File: src/rtl/cpu_pkg.sv
// Shared definitions for the 4-bit CPU: opcode encodings, ALU operation codes and
// the sequencer state enum. The datapath decoder imports the same package.
package cpu_pkg;

    localparam logic [3:0] OP_NOP = 4'h0;
    localparam logic [3:0] OP_LDA = 4'h1;
    localparam logic [3:0] OP_STA = 4'h2;
    localparam logic [3:0] OP_ADD = 4'h3;
    localparam logic [3:0] OP_SUB = 4'h4;
    localparam logic [3:0] OP_JMP = 4'h5;
    localparam logic [3:0] OP_JZ  = 4'h6;
    localparam logic [3:0] OP_HLT = 4'hF;

    localparam logic [1:0] ALU_PASS = 2'b00;
    localparam logic [1:0] ALU_ADD  = 2'b01;
    localparam logic [1:0] ALU_SUB  = 2'b10;
    localparam logic [1:0] ALU_RSVD = 2'b11;

    typedef enum logic [2:0] {
        ST_IDLE,
        ST_FETCH,
        ST_DECODE,
        ST_EXEC,
        ST_MEMWAIT,
        ST_HALTED
    } state_t;

    // ALU operation applied to the read data of a memory-read opcode.
    function automatic logic [1:0] alu_for_op(input logic [3:0] op);
        logic [1:0] res;
        res = ALU_PASS;
        case (op)
            OP_ADD:  res = ALU_ADD;
            OP_SUB:  res = ALU_SUB;
            default: res = ALU_PASS;
        endcase
        return res;
    endfunction

endpackage

File: src/rtl/mem_timeout_ctr.sv
// Counts data-memory wait cycles; expire fires in the wait cycle that would bring the
// count up to MEM_TOUT. MEM_TOUT of zero disables expiry entirely.
module mem_timeout_ctr #(
    parameter int MEM_TOUT = 15
) (
    input  logic clk,
    input  logic reset,
    input  logic clear,
    input  logic inc,
    output logic expire
);

    localparam int CW = (MEM_TOUT > 0) ? $clog2(MEM_TOUT + 1) : 1;
    localparam logic [CW-1:0] LAST = CW'((MEM_TOUT > 0) ? (MEM_TOUT - 1) : 0);

    logic [CW-1:0] count_q;
    logic [CW-1:0] count_d;

    assign expire = (MEM_TOUT != 0) && inc && (count_q == LAST);

    always_comb begin
        count_d = count_q;
        if (clear) begin
            count_d = '0;
        end else if (inc && !expire) begin
            count_d = count_q + 1'b1;
        end
    end

    always_ff @(posedge clk or negedge reset) begin
        if (!reset) begin
            count_q <= '0;
        end else begin
            count_q <= count_d;
        end
    end

endmodule

File: src/rtl/cpu_sequencer.sv
// Fetch/decode/execute controller for the 4-bit CPU. One instruction in flight; memory
// strobes and addresses are registered, single-cycle pulses are decoded from state.
module cpu_sequencer
    import cpu_pkg::*;
#(
    parameter int OPW      = 4,
    parameter int ADW      = 4,
    parameter int MEM_TOUT = 15
) (
    input  logic               clk,
    input  logic               reset,
    input  logic               run,
    input  logic [OPW+ADW-1:0] instr,
    input  logic               instr_valid,
    input  logic               zero_flag,
    input  logic               mem_ack,
    output logic               ir_load_en,
    output logic               jump_en,
    output logic [ADW-1:0]     jump_addr,
    output logic               halt,
    output logic               acc_load_en,
    output logic [1:0]         alu_op,
    output logic               mem_rd_en,
    output logic               mem_wr_en,
    output logic [ADW-1:0]     mem_addr,
    output logic               illegal_op,
    output logic               bus_err
);

    state_t               state_q, state_d;
    logic [OPW+ADW-1:0]   ir_q, ir_d;
    logic [ADW-1:0]       jump_addr_q, jump_addr_d;
    logic [ADW-1:0]       mem_addr_q, mem_addr_d;
    logic [1:0]           alu_op_q, alu_op_d;
    logic                 mem_rd_q, mem_rd_d;
    logic                 mem_wr_q, mem_wr_d;
    logic                 halt_q, halt_d;
    logic                 illegal_q, illegal_d;
    logic                 bus_err_q, bus_err_d;

    logic [OPW-1:0]       opcode;
    logic                 tout_clear;
    logic                 tout_inc;
    logic                 tout_expire;

    assign opcode     = ir_q[OPW+ADW-1:ADW];
    assign tout_clear = (state_q != ST_MEMWAIT);
    assign tout_inc   = (state_q == ST_MEMWAIT) && !mem_ack;

    mem_timeout_ctr #(
        .MEM_TOUT (MEM_TOUT)
    ) u_tout (
        .clk    (clk),
        .reset  (reset),
        .clear  (tout_clear),
        .inc    (tout_inc),
        .expire (tout_expire)
    );

    always_comb begin
        state_d     = state_q;
        ir_d        = ir_q;
        jump_addr_d = jump_addr_q;
        mem_addr_d  = mem_addr_q;
        alu_op_d    = alu_op_q;
        mem_rd_d    = mem_rd_q;
        mem_wr_d    = mem_wr_q;
        illegal_d   = illegal_q;
        bus_err_d   = bus_err_q;
        ir_load_en  = 1'b0;
        jump_en     = 1'b0;
        acc_load_en = 1'b0;

        case (state_q)
            ST_IDLE: begin
                if (run) begin
                    state_d = ST_FETCH;
                end
            end

            // Dropping run here abandons the fetch; once IR is loaded the instruction completes.
            ST_FETCH: begin
                if (!run) begin
                    state_d = ST_IDLE;
                end else if (instr_valid) begin
                    ir_load_en = 1'b1;
                    ir_d       = instr;
                    state_d    = ST_DECODE;
                end
            end

            ST_DECODE: begin
                mem_addr_d  = ir_q[ADW-1:0];
                jump_addr_d = ir_q[ADW-1:0];
                state_d     = ST_EXEC;
            end

            ST_EXEC: begin
                state_d = ST_FETCH;
                case (opcode)
                    OP_NOP: ;
                    OP_LDA, OP_ADD, OP_SUB: begin
                        mem_rd_d = 1'b1;
                        alu_op_d = alu_for_op(opcode);
                        state_d  = ST_MEMWAIT;
                    end
                    OP_STA: begin
                        mem_wr_d = 1'b1;
                        state_d  = ST_MEMWAIT;
                    end
                    OP_JMP:  jump_en = 1'b1;
                    OP_JZ:   jump_en = zero_flag;
                    OP_HLT:  state_d = ST_HALTED;
                    default: illegal_d = 1'b1;
                endcase
            end

            // Acknowledge wins over a timeout that would expire in the same cycle.
            ST_MEMWAIT: begin
                if (mem_ack) begin
                    acc_load_en = mem_rd_q;
                    mem_rd_d    = 1'b0;
                    mem_wr_d    = 1'b0;
                    state_d     = ST_FETCH;
                end else if (tout_expire) begin
                    bus_err_d = 1'b1;
                    mem_rd_d  = 1'b0;
                    mem_wr_d  = 1'b0;
                    state_d   = ST_HALTED;
                end
            end

            ST_HALTED: ;

            default: state_d = ST_IDLE;
        endcase

        halt_d = (state_d == ST_IDLE) || (state_d == ST_HALTED);
    end

    always_ff @(posedge clk or negedge reset) begin
        if (!reset) begin
            state_q     <= ST_IDLE;
            ir_q        <= '0;
            jump_addr_q <= '0;
            mem_addr_q  <= '0;
            alu_op_q    <= ALU_PASS;
            mem_rd_q    <= 1'b0;
            mem_wr_q    <= 1'b0;
            halt_q      <= 1'b1;
            illegal_q   <= 1'b0;
            bus_err_q   <= 1'b0;
        end else begin
            state_q     <= state_d;
            ir_q        <= ir_d;
            jump_addr_q <= jump_addr_d;
            mem_addr_q  <= mem_addr_d;
            alu_op_q    <= alu_op_d;
            mem_rd_q    <= mem_rd_d;
            mem_wr_q    <= mem_wr_d;
            halt_q      <= halt_d;
            illegal_q   <= illegal_d;
            bus_err_q   <= bus_err_d;
        end
    end

    assign jump_addr  = jump_addr_q;
    assign mem_addr   = mem_addr_q;
    assign alu_op     = alu_op_q;
    assign mem_rd_en  = mem_rd_q;
    assign mem_wr_en  = mem_wr_q;
    assign halt       = halt_q;
    assign illegal_op = illegal_q;
    assign bus_err    = bus_err_q;

endmodule

File: config.mk
export PLATFORM = sky130hd
export DESIGN_NAME = cpu_sequencer
export DESIGN_NICKNAME = d
export VERILOG_FILES = /design/src/rtl/cpu_pkg.sv /design/src/rtl/mem_timeout_ctr.sv /design/src/rtl/cpu_sequencer.sv
export SDC_FILE = /design/constraint.sdc
export NUM_CORES = 1
export LEC_CHECK = 0
export CORE_MARGIN = 10
export CORE_UTILIZATION = 30
export DETAILED_ROUTE_END_ITERATION = 12
export REMOVE_ABC_BUFFERS = 1
export SLEW_MARGIN = 30
export SYNTH_ARGS = -nofsm -noshare
export SYNTH_HDL_FRONTEND = slang
export SYNTH_SLANG_ARGS = --single-unit
File: constraint.sdc
create_clock -name clk -period 3.1 [get_ports clk]
set_input_delay 0.62 -clock clk [delete_from_list [all_inputs] [get_ports clk]]
set_output_delay 0.62 -clock clk [all_outputs]
set_load 0.05 [all_outputs]
==> results.yml, run 1 <==
status:
  status: "finished, final reports clean"
setup_path:
  worst-path-max-fanout: 6
  max_stage_delay_ns: 0.48
  critPathKind: "in2out"
  ff2ff_setup_slack_ns: 1.52
  cp_slowest_cell: "clkdlybuf4s50_1"
  required_ns: 2.48
  crit_arrival_ns: 1.74
  worstSetupStartpointType: "primary input"
  critPathBufInv: 3
  crit_path_end_kind: "output pin"
  crit_family: "buffers and inverters"
  crit_chain: "clkdlybuf4s50_1 -> nand3_1 -> nor3_1 -> buf_4 -> buf_12"
final_layout:
  fillers: 372
  drive_gt1_share_pct: 17.69
  final_common_cell: "clkdlybuf4s50_1"
  areaGrowthSynthToFinish_pct: 30.33
  nNetsFinal: 164
  multi_input_area_um2: 550.5
  final_cell_mix: "clkdlybuf4s50_1 (28), dfrtp_1 (25), mux2_2 (11), nor2_1 (10), nand2_1 (6)"
  final_cells: 197
  antenna_cells: 0
  final_cell_area_mm2: 0.001667
  regArea_um2: 651.9
detailed_routing:
  vias_per_cell: 4.746
  wl_per_cell_um: 13.69
  dr_total_vias: 935
  first_pass_iters: 4
  drt_iter0_drc: 34
  drt_wl_total_mm: 2.696
  ant_nets: 0
  drc: 0
logic_synthesis:
  synth_largest_type_area_fraction_pct: 48.92
  synth_area_mm2: 0.001279
  synth_cell_types: 35
  synth_area_leaders: "dfrtp_1 (49%), mux2_2 (9.7%), buf_4 (2.9%)"
  ys_seq_elements: 26
  syn-instance-count: 118
  yosys_most_used_dff: "dfrtp_1"
  ys.warnings.count: 0
  ys_seq_area_share_pct: 50.98
  async_flop_share_pct: 100.0
  synth-edff-count: 0
  yosys.area.top_type: "dfrtp_1"
  syn_area_per_cell_um2: 10.84
die:
  die_h_um: 85.29
  die_w_um: 85.29
  pin_count: 32
  die_area_mm2: 0.007274
  start_util_pct: 31.51
  placementRows: 23
  design.core.area_mm2: 0.004058
run:
  maxCapViolations: 0
grt:
  track_usage_pct: 7.580
  antenna_found_initial: 0
  grt_pass1_vias: 979
  grt_max_degree: 19
  grt_first_pass_wirelength_mm: 4.588
  grt_overflow: 0
clocking:
  htreeDepth: 1
  root_buffer: "clkbuf_8"
  path_clk_slew_ns: 0.09
  cts_tree: "done"
  cts_buffer_depth: 2
  holdBufCountCts: 0
  cts_inserted_buffers: 3
  cts.sinks: 26
  post_cts_resized: 0
  clkLatencyLatePin_ns: 0.27
  cts_setup_buffers: 0
place:
  gp_congestion: 0.7429
  dp_cells: 193
  io_buffers: 31
  post_dp_cell_area_mm2: 0.001622
  dpl.hpwl_mm: 2.124
  dp_slack_ns: 0.7190
sta:
  setup_ws_ns: 0.7376
  fin_skew_ns: 0.009272
  maxSlewViolCount: 0
  fin_hold_ws_ns: 0.4939
  setup_viol: 0
  period_share_pct: 76.21
  slew_headroom_pct: 46.65
  worst_pin_slew_ns: 0.7978
  fin_crit_ns: 2.362
  fmax_mhz: 423.3
  fin_setup_tns_ns: 0
  rsz0062_at_grt: "no"
  finalHoldViolCount: 0
power:
  p_leak_nw: 0.7337
  powerDensity_mw_per_mm2: 339.5
  peakVddDrop_uv: 196.0
worst_hold_path:
  min_path_type: "reg2reg"
layer usage:
metal	global-route usage [%]	share of wire [%]	wire length [um]	vias to the layer above
li1	-	-	-	467
met1	9.121	46	1252	440
met2	11.44	45	1207	24
met3	2.772	6.8	182	4
met4	4.042	2.0	53	0
met5	0	0	0	-
path summary, 6_finish.rpt:
| kind | start | endpoint | cells past startpoint |
|---|---|---|---|
| max in group asynchronous | reset | ir_q[5] | 2 |
| min in group asynchronous | reset | ir_q[7] | 1 |
| setup / recovery | run | ir_load_en | 5 |
| setup reg to reg | ir_q[6] | halt | 5 |
| hold / removal | illegal_op | illegal_op | 1 |
| hold reg to reg | illegal_op | illegal_op | 1 |
metrics by stage:
| step | power [mW] | utilization [%] |
|---|---|---|
| after floorplan | 0.3523 | - |
| after global placement | 0.3791 | 39.96 |
| after detailed placement | 0.3796 | 39.96 |
| after CTS | 0.5732 | 41.07 |
| after global routing | 0.5871 | 41.07 |
| final | 0.5659 | 41.07 |
where the power goes:
group	switching (mW)	internal, mW
logic	0.0139	0.0180
registers	0.000309	0.340
clock network	0.102	0.0919
total	0.116	0.449
worst reg2reg max path: cells and delay by family (launching register included):
| family | cells | cell delay [ns] |
|---|---|---|
| flip-flops | 1 | 0.52 |
| XOR/XNOR | 1 | 0.15 |
| AO/OA/AOI/OAI | 2 | 0.50 |
| AND/OR/NAND/NOR | 2 | 0.33 |
cell type report:
cell class                      count  area share, %
Tap cell                           50          3.754
Timing Repair Buffer               34          20.27
Inverter                            5          1.126
Clock buffer                        4          2.703
Multi-Input combinational cell     78          33.03
Sequential cell                    26          39.11
synth_stat cells (2+ instances only):
master and instances:
dfrtp_1 25, mux2_2 11, nor2_1 10, nand2_1 6, a21oi_1 5, buf_4 5
inv_1 5, nand3_1 5, o21ai_0 4, a31oi_1 3, buf_2 3, nand2b_1 3
nor3_1 3, xor2_1 3, and2b_1 2, ha_1 2, nand4_1 2, nor3b_1 2
o21a_1 2, xnor2_1 2
sequential cells by signal (all words and copies together) (netlist names):
name and flops:
alu_op 2, state_q 3, mem_wr_en 1, mem_addr 4
mem_rd_en 1, halt 1, u_tout.count_q 4, illegal_op 1
bus_err 1, ir_q 8
logic make-up after synthesis:
logic type                 Yosys count  synth area share, %
AOI/OAI and AO/OA                   21                10.86
muxes                               12                10.47
xor gates and xnor gates             5                3.425
buffers and inverters               14                5.968
and+or+nand+nor                     38                16.34
adders and majority gates            2                1.957
DFF                                 26                50.98
Note: power is estimated with default switching activity, not from simulation.
==> inputs of run 2 (changes only) <==
clock period = 2.3 ns   (was 3.1 ns; I/O delays follow)
==> run 2 against run 1 <==
Net effect:
- clock-buffer cell count down 1
- clock power grew 95%
- cell count is the same
- clock skew down 0.0082 ns
- final area up 3.1%
- worst hold slack got worse by 0.022 ns
- sequential share of layout area fell by 1.2 points
- worst setup slack got worse by 0.56 ns
- die area stayed put
- combinational power rose by 36%
- critical path depth is 1 lower
- flip-flop and latch count unchanged
- largest cell class unchanged
==> results.yml, run 2 (same netlist as run 1, synthesis figures left out) <==
place:
  gp_congestion: 0.7286
  io_buffers: 31
  dpl.hpwl_mm: 2.033
detailed_routing:
  first_pass_iters: 4
  dr_total_vias: 957
  met3_length_um: 246
  highest_layer: "met4"
  ant_nets: 0
  drt_iter0_drc: 82
  dr_wl_met2_mm: 1.213
  vias_per_cell: 4.858
  wl_per_cell_um: 13.91
  drc: 0
  met1_length_mm: 1.257
  drt_wl_total_mm: 2.741
setup_path:
  crit_path_end_kind: "output pin"
  ff2ff_setup_slack_ns: 0.74
  max_stage_delay_ns: 0.49
  required_ns: 1.84
  cp_slowest_cell: "dfrtp_1"
  crit_chain: "and4bb_4 -> nand2_1 -> a21oi_1 -> buf_12"
  crit_arrival_ns: 1.66
  critPathKind: "reg2out"
  worst-path-max-fanout: 10
  worstSetupStartpointType: "register"
sta:
  period_share_pct: 92.31
  maxSlewViolCount: 0
  rsz0062_at_grt: "no"
  worst_pin_slew_ns: 0.5054
  fin_skew_ns: 0.001048
  setup_viol: 0
  fin_crit_ns: 2.123
  fmax_mhz: 471.0
  finalHoldViolCount: 0
  slew_headroom_pct: 66.20
  fin_setup_tns_ns: 0
die:
  die_h_um: 85.29
  die_area_mm2: 0.007274
  pin_count: 32
  design.core.area_mm2: 0.004058
  die_w_um: 85.29
  placementRows: 23
  start_util_pct: 31.51
grt:
  grt_overflow: 0
  grt_first_pass_wirelength_mm: 4.609
  track_usage_pct: 7.582
  grt_pass1_vias: 1018
  antenna_found_initial: 0
  grt_max_degree: 27
final_layout:
  top_register: "ir_q"
  final_common_cell: "clkdlybuf4s50_1"
  areaGrowthSynthToFinish_pct: 34.34
  fin_util_pct: 42.34
  drive_gt1_share_pct: 18.37
  nNetsFinal: 164
  antenna_cells: 0
  largest_reg_flops: 8
  final_cell_mix: "clkdlybuf4s50_1 (28), dfrtp_1 (25), mux2_2 (11), nor2_1 (10), nand2_1 (6)"
  fillers: 381
clocking:
  cts_inserted_buffers: 3
  htreeDepth: 1
  post_cts_resized: 0
  cts_buffer_depth: 2
  cts_setup_buffers: 0
  cts_tree: "done"
  holdBufCountCts: 0
  cts.sinks: 26
  root_buffer: "clkbuf_8"
  path_clk_slew_ns: 0.09
  clkLatencyLatePin_ns: 0.27
run:
  maxCapViolations: 0
power:
  powerDensity_mw_per_mm2: 512.7
  p_leak_nw: 0.7520
  peakVddDrop_uv: 313.7
status:
  status: "finished, final reports clean"
worst_hold_path:
  min_path_type: "reg2reg"
==> run 2: final timing paths <==
path,startpoint,endpoint,depth (start not counted)
max reg2reg,state_q[2],halt,5
min in group asynchronous,reset,ir_q[7],2
min,illegal_op,illegal_op,1
min reg2reg,illegal_op,illegal_op,1
max,state_q[2],jump_en,4
max in group asynchronous,reset,halt,2
==> run 2: report_power, final <==
part	internal [mW]	total [mW]	leakage (nW)	switching, mW
clock network	0.233	0.379	0.0357	0.147
registers	0.458	0.458	0.332	0.000504
logic	0.0242	0.0433	0.385	0.0190
total	0.715	0.881	0.752	0.166
==> run 2: per-stage QoR <==
stage / cells / hold WS, ns / cell area [um2] / total power [mW] / worst slack, ns
floorplan: 109 / 0.1644 / 1221 / 0.4749 / -0.4244
global placement: 193 / 0.4525 / 1647 / 0.5106 / 0.3167
detailed placement: 193 / 0.4526 / 1647 / 0.5115 / 0.2872
CTS: 197 / 0.4790 / 1718 / 0.8923 / 0.1744
global route: 197 / 0.5020 / 1718 / 0.9143 / 0.08319
finish: 197 / 0.4721 / 1718 / 0.8808 / 0.1768
==> run 2: per-layer routing <==
layer	vias up	track usage, %
li1	468	-
met1	458	8.851
met2	29	11.78
met3	2	4.398
met4	0	1.497
met5	-	0
==> run 2: layout make-up <==
cell class | count | area [um2] | area share [%]
timing repair buffer | 34 | 362.8 | 21.12
inverter | 5 | 18.77 | 1.092
multi-input combinational | 78 | 550.5 | 32.05
sequential | 26 | 651.9 | 37.95
clock buffer | 3 | 41.29 | 2.403
tap | 50 | 62.56 | 3.642
clock inverter | 1 | 30.03 | 1.748
==> run 2: worst max-delay path, delay by kind of cell (launching register included) <==
family / cells / cell delay [ns]
AO/OA/AOI/OAI: 1 / 0.24
buffers and inverters: 1 / 0.17
flip-flops: 1 / 0.49
AND/OR/NAND/NOR: 2 / 0.48
==> inputs of run 3 (changes only) <==
HOLD_SLACK_MARGIN = 0.03   (was not set)
MAX_ROUTING_LAYER = met4   (was not set)
==> run 3 against run 2 <==
Net effect:
- maximum frequency is 0.46% higher
- final area stayed put
- clock power hardly changed
- via count is 0.42% lower
- highest routed layer unchanged
==> results.yml, run 3 (same netlist as run 1, synthesis figures left out) <==
die:
  pin_count: 32
  placementRows: 23
  start_util_pct: 31.51
  die_area_mm2: 0.007274
  die_w_um: 85.29
  design.core.area_mm2: 0.004058
  die_h_um: 85.29
setup_path:
  worstSetupStartpointType: "register"
  critPathKind: "reg2out"
  ff2ff_setup_slack_ns: 0.75
  crit_path_end_kind: "output pin"
  worst-path-max-fanout: 10
  r2r_cells: 5
  crit_arrival_ns: 1.65
  required_ns: 1.84
run:
  maxCapViolations: 0
power:
  totalPowerFinal_mw: 0.8771
  powerDensity_mw_per_mm2: 510.6
  p_leak_nw: 0.7520
  peakVddDrop_uv: 306.7
status:
  status: "finished, final reports clean"
detailed_routing:
  drt_wl_total_mm: 2.737
  first_pass_iters: 4
  drt_iter0_drc: 92
  ant_nets: 0
  drc: 0
  vias_per_cell: 4.838
  dr_total_vias: 953
  wl_per_cell_um: 13.89
final_layout:
  fin_util_pct: 42.34
  largest_reg_flops: 8
  top_register: "ir_q"
  antenna_cells: 0
  final_cell_mix: "clkdlybuf4s50_1 (28), dfrtp_1 (25), mux2_2 (11), nor2_1 (10), nand2_1 (6)"
  final_cells: 197
  nNetsFinal: 164
  drive_gt1_share_pct: 18.37
  final_common_cell: "clkdlybuf4s50_1"
  areaGrowthSynthToFinish_pct: 34.34
sta:
  fin_skew_ns: 0.001614
  finalHoldViolCount: 0
  fmax_mhz: 473.2
  setup_viol: 0
  fin_hold_ws_ns: 0.4712
  slew_headroom_pct: 65.71
  setup_ws_ns: 0.1866
  maxSlewViolCount: 0
  period_share_pct: 91.89
  fin_crit_ns: 2.113
  rsz0062_at_grt: "no"
  worst_pin_slew_ns: 0.5127
place:
  gp_congestion: 0.7373
  dp_slack_ns: 0.2872
  io_buffers: 31
  dpl.hpwl_mm: 2.033
  dp_cells: 193
clocking:
  cts_buffer_depth: 2
  cts_inserted_buffers: 3
  cts_tree: "done"
  holdBufCountCts: 0
  root_buffer: "clkbuf_8"
  post_cts_resized: 0
  cts_setup_buffers: 0
  clkLatencyLatePin_ns: 0.27
  cts.sinks: 26
  path_clk_slew_ns: 0.09
  htreeDepth: 1
grt:
  antenna_found_initial: 0
  grt_pass1_vias: 1021
  track_usage_pct: 7.798
  grt_overflow: 0
  grt_max_degree: 27
  grt_first_pass_wirelength_mm: 4.602
worst_hold_path:
  min_path_type: "reg2reg"
  hold-path-cell-count: 1
## run 3: metal layers
| metal | vias to the layer above | global-route usage, % | wire (um) |
|---|---|---|---|
| met5 | - | - | 0 |
| met4 | 0 | 1.497 | 19 |
| met3 | 2 | 3.059 | 127 |
| met2 | 29 | 11.85 | 1242 |
| met1 | 456 | 9.566 | 1347 |
| li1 | 466 | - | - |
## run 3: where the power goes
group	internal [mW]	switching, mW	total (mW)	leakage (nW)
clock network	0.233	0.143	0.376	0.0357
registers	0.458	0.000504	0.458	0.332
logic	0.0242	0.0191	0.0433	0.385
total	0.715	0.162	0.877	0.752
## run 3: final cells by class
| type | instances | area [um2] |
|---|---|---|
| sequential | 26 | 651.9 |
| timing repair buffer | 34 | 362.8 |
| clock buffer | 3 | 41.29 |
| fill | 381 | 2340 |
| tap | 50 | 62.56 |
| clock inverter | 1 | 30.03 |
| inverter | 5 | 18.77 |
| multi-input combinational | 78 | 550.5 |
## run 3: path summary, 6_finish.rpt
| kind | startpoint | to |
|---|---|---|
| min in group asynchronous | reset | ir_q[7] |
| worst min register to register | illegal_op | illegal_op |
| max in group asynchronous | reset | halt |
| worst max register to register | state_q[2] | halt |
| worst max-delay path | state_q[2] | jump_en |
| worst min-delay path | illegal_op | illegal_op |
## run 3: critical path: stages (launching register included)
cell and delay [ns]:
dfrtp_1 0.48, and4bb_4 0.39, nand2_1 0.09, a21oi_1 0.25
buf_12 0.18
## run 3: per-stage QoR
step | area [um2] | setup TNS [ns]
finish | 1718 | 0
global route | 1718 | 0
global placement | 1647 | 0
CTS | 1718 | 0
floorplan | 1221 | -4.064
detailed placement | 1647 | 0
